## src/rtl/serial_reg_loader.sv

```systemverilog
// serial_reg_loader
//   Serial-to-parallel write front end for the 64x32 register bank.
//   A frame is: start bit (0), ADDR_W address bits MSB first, DATA_W data
//   bits MSB first, an optional even-parity bit, then a stop bit (1).
//   A good frame drives load/reg_select/data_in to the bank for one cycle.
//   A bad frame produces a one-cycle frame_err and leaves the bank untouched.
//
//   Optional feature macro: SERIAL_REG_LOADER_PARITY_EN
//     defined   -> a parity bit follows the data. The XOR of all address,
//                  data and parity bits must be 0.
//     undefined -> the stop bit directly follows the data (40-bit frame).
//
//   Ports
//     clk         system clock, rising edge
//     reset       asynchronous, active-low; clears all state
//     serial_in   serial data bit
//     bit_valid   serial_in is consumed only when high; low cycles stall
//     abort       synchronous frame discard, has priority over bit_valid
//     load        one-cycle write strobe to the register bank
//     reg_select  address of the last good frame (held between frames)
//     data_in     data of the last good frame (held between frames)
//     busy        high whenever a frame is in progress
//     frame_err   one-cycle pulse on a bad stop or parity bit
//     frame_count number of good frames, wraps 255 -> 0
module serial_reg_loader #(
    parameter int ADDR_W = 6,
    parameter int DATA_W = 32
) (
    input  logic              clk,
    input  logic              reset,
    input  logic              serial_in,
    input  logic              bit_valid,
    input  logic              abort,
    output logic              load,
    output logic [ADDR_W-1:0] reg_select,
    output logic [DATA_W-1:0] data_in,
    output logic              busy,
    output logic              frame_err,
    output logic [7:0]        frame_count
);

    localparam int CNT_W = $clog2((DATA_W > ADDR_W) ? DATA_W : ADDR_W);
    localparam logic [CNT_W-1:0] ADDR_LAST = CNT_W'(ADDR_W - 1);
    localparam logic [CNT_W-1:0] DATA_LAST = CNT_W'(DATA_W - 1);

    typedef enum logic [2:0] {
        IDLE,
        ADDR,
        DATA,
        PARITY,
        STOP
    } state_t;

    state_t            state_q, state_d;
    logic [CNT_W-1:0]  cnt_q, cnt_d;
    logic [ADDR_W-1:0] addr_sh_q, addr_sh_d;
    logic [DATA_W-1:0] data_sh_q, data_sh_d;
    logic              parity_ok_q, parity_ok_d;
    logic              load_q, load_d;
    logic              frame_err_q, frame_err_d;
    logic [ADDR_W-1:0] reg_select_q, reg_select_d;
    logic [DATA_W-1:0] data_in_q, data_in_d;
    logic [7:0]        frame_count_q, frame_count_d;

    always_comb begin
        state_d       = state_q;
        cnt_d         = cnt_q;
        addr_sh_d     = addr_sh_q;
        data_sh_d     = data_sh_q;
        parity_ok_d   = parity_ok_q;
        load_d        = 1'b0;
        frame_err_d   = 1'b0;
        reg_select_d  = reg_select_q;
        data_in_d     = data_in_q;
        frame_count_d = frame_count_q;

        if (abort) begin
            // Drop the partial frame silently; outputs keep their values.
            state_d = IDLE;
            cnt_d   = '0;
        end else if (bit_valid) begin
            unique case (state_q)
                IDLE: begin
                    // A 1 in IDLE is line idle, only a 0 starts a frame.
                    // Without the parity bit the check is always satisfied.
                    if (!serial_in) begin
                        state_d     = ADDR;
                        cnt_d       = '0;
                        parity_ok_d = 1'b1;
                    end
                end
                ADDR: begin
                    addr_sh_d = {addr_sh_q[ADDR_W-2:0], serial_in};
                    if (cnt_q == ADDR_LAST) begin
                        state_d = DATA;
                        cnt_d   = '0;
                    end else begin
                        cnt_d = cnt_q + CNT_W'(1);
                    end
                end
                DATA: begin
                    data_sh_d = {data_sh_q[DATA_W-2:0], serial_in};
                    if (cnt_q == DATA_LAST) begin
                        cnt_d = '0;
`ifdef SERIAL_REG_LOADER_PARITY_EN
                        state_d = PARITY;
`else
                        state_d = STOP;
`endif
                    end else begin
                        cnt_d = cnt_q + CNT_W'(1);
                    end
                end
`ifdef SERIAL_REG_LOADER_PARITY_EN
                PARITY: begin
                    // Even parity over address, data and the parity bit.
                    parity_ok_d = ~((^addr_sh_q) ^ (^data_sh_q) ^ serial_in);
                    state_d     = STOP;
                end
`endif
                STOP: begin
                    state_d = IDLE;
                    if (serial_in && parity_ok_q) begin
                        load_d        = 1'b1;
                        reg_select_d  = addr_sh_q;
                        data_in_d     = data_sh_q;
                        frame_count_d = frame_count_q + 8'd1;
                    end else begin
                        frame_err_d = 1'b1;
                    end
                end
                default: begin
                    state_d = IDLE;
                    cnt_d   = '0;
                end
            endcase
        end
    end

    always_ff @(posedge clk or negedge reset) begin
        if (!reset) begin
            state_q       <= IDLE;
            cnt_q         <= '0;
            addr_sh_q     <= '0;
            data_sh_q     <= '0;
            parity_ok_q   <= 1'b0;
            load_q        <= 1'b0;
            frame_err_q   <= 1'b0;
            reg_select_q  <= '0;
            data_in_q     <= '0;
            frame_count_q <= '0;
        end else begin
            state_q       <= state_d;
            cnt_q         <= cnt_d;
            addr_sh_q     <= addr_sh_d;
            data_sh_q     <= data_sh_d;
            parity_ok_q   <= parity_ok_d;
            load_q        <= load_d;
            frame_err_q   <= frame_err_d;
            reg_select_q  <= reg_select_d;
            data_in_q     <= data_in_d;
            frame_count_q <= frame_count_d;
        end
    end

    assign load        = load_q;
    assign frame_err   = frame_err_q;
    assign reg_select  = reg_select_q;
    assign data_in     = data_in_q;
    assign frame_count = frame_count_q;
    assign busy        = (state_q != IDLE);

endmodule

```

## config.mk

```make
export PLATFORM = sky130hd
export DESIGN_NAME = serial_reg_loader
export DESIGN_NICKNAME = d
export VERILOG_FILES = /design/src/rtl/serial_reg_loader.sv
export SDC_FILE = /design/constraint.sdc
export NUM_CORES = 1
export LEC_CHECK = 0
export ABC_CLOCK_PERIOD_IN_PS = 2640
export CELL_PAD_IN_SITES_DETAIL_PLACEMENT = 0
export CELL_PAD_IN_SITES_GLOBAL_PLACEMENT = 2
export CORE_MARGIN = 8
export CORE_UTILIZATION = 38
export DETAILED_ROUTE_END_ITERATION = 6
export PLACE_DENSITY_LB_ADDON = 0.1
export SLEW_MARGIN = 30
export SYNTH_ARGS = -nofsm -noshare
export SYNTH_HDL_FRONTEND = slang
export SYNTH_SLANG_ARGS = --single-unit
export TNS_END_PERCENT = 5
```

## constraint.sdc

```tcl
create_clock -name clk -period 2.64 [get_ports clk]
set_input_delay 0.264 -clock clk [delete_from_list [all_inputs] [get_ports clk]]
set_output_delay 0.264 -clock clk [all_outputs]
set_load 0.02 [all_outputs]
```

==> reports/metrics.csv <==
stage,metric,value,unit
run_status,outcome,"finished, final reports clean",
global_routing,grt.total_usage,0.120,
final_layout,drive_gt1_frac,0.168,
global_routing,grt_pass1_wl,12.8,mm
final_layout,syn2layout_area_growth,23.9,%
clock_tree,cts_buffers,9,
synth,synth_seq_cells,95,
die,boundaryPins,54,
setup_path,critPathArrivalTime,1.76,ns
placed_design,place_ws,0.345,ns
synth,synth_edf_count,0,
placed_design,numPortBuffers,53,
route,vias,2489,
clock_tree,post_cts_buffers,0,
power,p_sw,0.572,mW
setup_path,cp_max_fo,9,
clock_tree,clockBufferDepth,2,
setup_path,r2r_slack,0.71,ns
global_routing,grt.overflow.total,0,
route,remaining_drc_errors,0,
power,p_int,2.05,mW
die,num_rows,36,
synth,synthCells,336,
final_layout,fin_nets,403,
sta,setup_tns,0,ns
die,start_util,0.391,
setup_path,required,2.38,ns
synth,seq_area_frac_synth,0.623,
power,cellPowerDensity,554,nW/um^2
synth,ys_async_sr_fraction,1.00,
synth,ys_warn_count,0,
route,wirelength,7.59,mm
synth,synth_area,3820,sq um
setup_path,crit_path_end_kind,output port,
die,die_h,116,microns
sta,fin_crit,2.03,ns
clock_tree,cts.sinks,95,
sta,setup_viol_count_final,0,
sta,finalHoldViolations,0,
setup_path,path_class,flop to output port,
power,ir_drop,0.294,mV
global_routing,antenna_found_initial,0,
power,p_clk_frac,0.393,
route,dr.pass1.iters,4,
sta,max_freq,0.493,GHz
final_layout,postLayoutCoreUtil,0.484,
die,coreArea,9770,sq um
synth,synth.distinct_cells,40,
min_path,hp-class,flop to flop,
clock_tree,cts_tree,built,
sta,min_period_over_period,0.768,
setup_path,cp-start-kind,flop,
flow_run,maxCapViolCount,0,
sta,setup_slack,0.613,ns
global_routing,grt_pass1_vias,2611,
placed_design,dp_hpwl,5.11,mm
power,sequentialPowerShare,0.572,
synth,synth_nets,345,
sta,fin_worst_skew,0.0121,ns
synth,ys.flop_type,dfrtp_1,
route,drt-vias-per-instance,4.69,
synth,syn_area_per_cell,11.4,sq um
route,wire_per_inst,14.3,microns
clock_tree,clock_latency,0.35,ns
placed_design,gp_congestion,0.763,
sta,worst_slew_margin_rel,0.531,
sta,worstMarginPinSlew,0.704,ns
die,fp.dieArea,13500,sq um
clock_tree,clock-root-buffer,clkbuf_8,
route,first_iter_violations,100,
route,antenna_left,0,
power,leakage,2.39,nW
die,dieWidth,116,microns
sta,timing.final.max_slew_violations,0,
power,comb_power_share,0.035,
global_routing,grt_max_degree,55,
clock_tree,h-tree-depth,3,
sta,rsz0062_at_grt,false,
final_layout,antennaDiodeCount,0,
clock_tree,path_clk_slew,0.10,ns
power,switching_share,0.218,
layout make-up:
cell class	count	area, sq um
Clock inverter	5	81.3
Timing Repair Buffer	61	603
Multi-Input combinational cell	221	1350
Inverter	6	22.5
Clock buffer	10	128
Sequential cell	95	2380
Tap cell	133	166
Fill cell	963	5040
worst max-delay path, stage by stage (launching register included):
cell and delay, ns:
dfrtp_1 0.47, or3_1 0.39, clkdlybuf4s50_1 0.55
cells by family after synthesis:
kind of cell               count (synthesis)  share of synthesized area
AOI/OAI and AO/OA                         18                     0.0344
xor gates and xnor gates                   7                     0.0161
and+or+nand+nor                          154                      0.178
DFF                                       95                      0.623
buffers and inverters                     20                     0.0233
adders and majority gates                  4                     0.0131
muxes                                     38                      0.112
path summary, 6_finish.rpt:
check	from	endpoint	cells after the start
max	state_q[0]	busy	2
max reg2reg	state_q[2]	data_sh_q[22]	4
max in group asynchronous	reset	frame_count[5]	3
min	addr_sh_q[5]	reg_select[5]	2
min in group asynchronous	reset	data_in[26]	2
min reg2reg	addr_sh_q[5]	reg_select[5]	2
cell usage in the layout, fill, tap and decap left out, drive strengths merged, types with 3 or more instances in the layout:
| cell | Yosys | final |
|---|---|---|
| inv | 6 | 7 |
| o21ai | 4 | 4 |
| dfrtp | 95 | 95 |
| clkdlybuf4s50 | 0 | 52 |
| nor2 | 5 | 5 |
| nor2b | 4 | 4 |
| nor3 | 3 | 3 |
| nand4 | 5 | 5 |
| xor2 | 3 | 3 |
| mux2 | 38 | 38 |
| nand3 | 6 | 6 |
| clkbuf | 3 | 10 |
| buf | 11 | 8 |
| xnor2 | 4 | 4 |
| nand2 | 119 | 119 |
| ha | 4 | 4 |
sequential cells by signal (all words and copies together) (netlist names):
name and flops:
frame_count 8, addr_sh_q 6, parity_ok_q 1, frame_err 1, load 1, state_q 3, reg_select 6, data_in 32
cnt_q 5, data_sh_q 32
metrics by stage:
step	instances	instance area (sq um)	hold slack, ns	power, mW
floorplan	336	3820	-0.0316	1.56
global placement	515	4510	0.363	1.62
detailed placement	515	4510	0.370	1.62
CTS	531	4730	0.481	2.66
global route	531	4730	0.494	2.74
finish	531	4730	0.470	2.62
timing repair:
item,in CTS,in global routing
endpoints found under the setup margin,0,0
hold endpoints to repair,53,0
hold buffers,1,0
resized for setup,0,0
power groups by stage:
stage / logic (mW) / registers (mW) / clock network, mW
finish: 0.0921 / 1.50 / 1.03
global route: 0.106 / 1.50 / 1.13
CTS: 0.0957 / 1.50 / 1.07
detailed placement: 0.0942 / 1.53 / 0
global placement: 0.0931 / 1.53 / 0
floorplan: 0.0439 / 1.52 / 0
synthesized netlist by cell type, types with 3 or more instances:
master / count / area, sq um
buf_2: 11 / 55.1
clkbuf_1: 3 / 11.3
dfrtp_1: 95 / 2380
ha_1: 4 / 50.1
inv_1: 5 / 18.8
mux2_2: 37 / 417
nand2_1: 119 / 447
nand3_1: 5 / 25.0
nand4_1: 4 / 25.0
nor2_1: 5 / 18.8
nor2b_1: 4 / 25.0
nor3_1: 3 / 15.0
o21ai_0: 3 / 15.0
xnor2_1: 4 / 35.0
xor2_1: 3 / 26.3
per-layer routing:
layer | track usage | up-vias | routed length, microns
li1 | - | 1230 | -
met1 | 0.157 | 1208 | 3570
met2 | 0.188 | 44 | 3490
met3 | 0.0362 | 7 | 445
met4 | 0.0363 | 0 | 87
met5 | 0 | - | 0
Power figures use the tool's default switching activity.
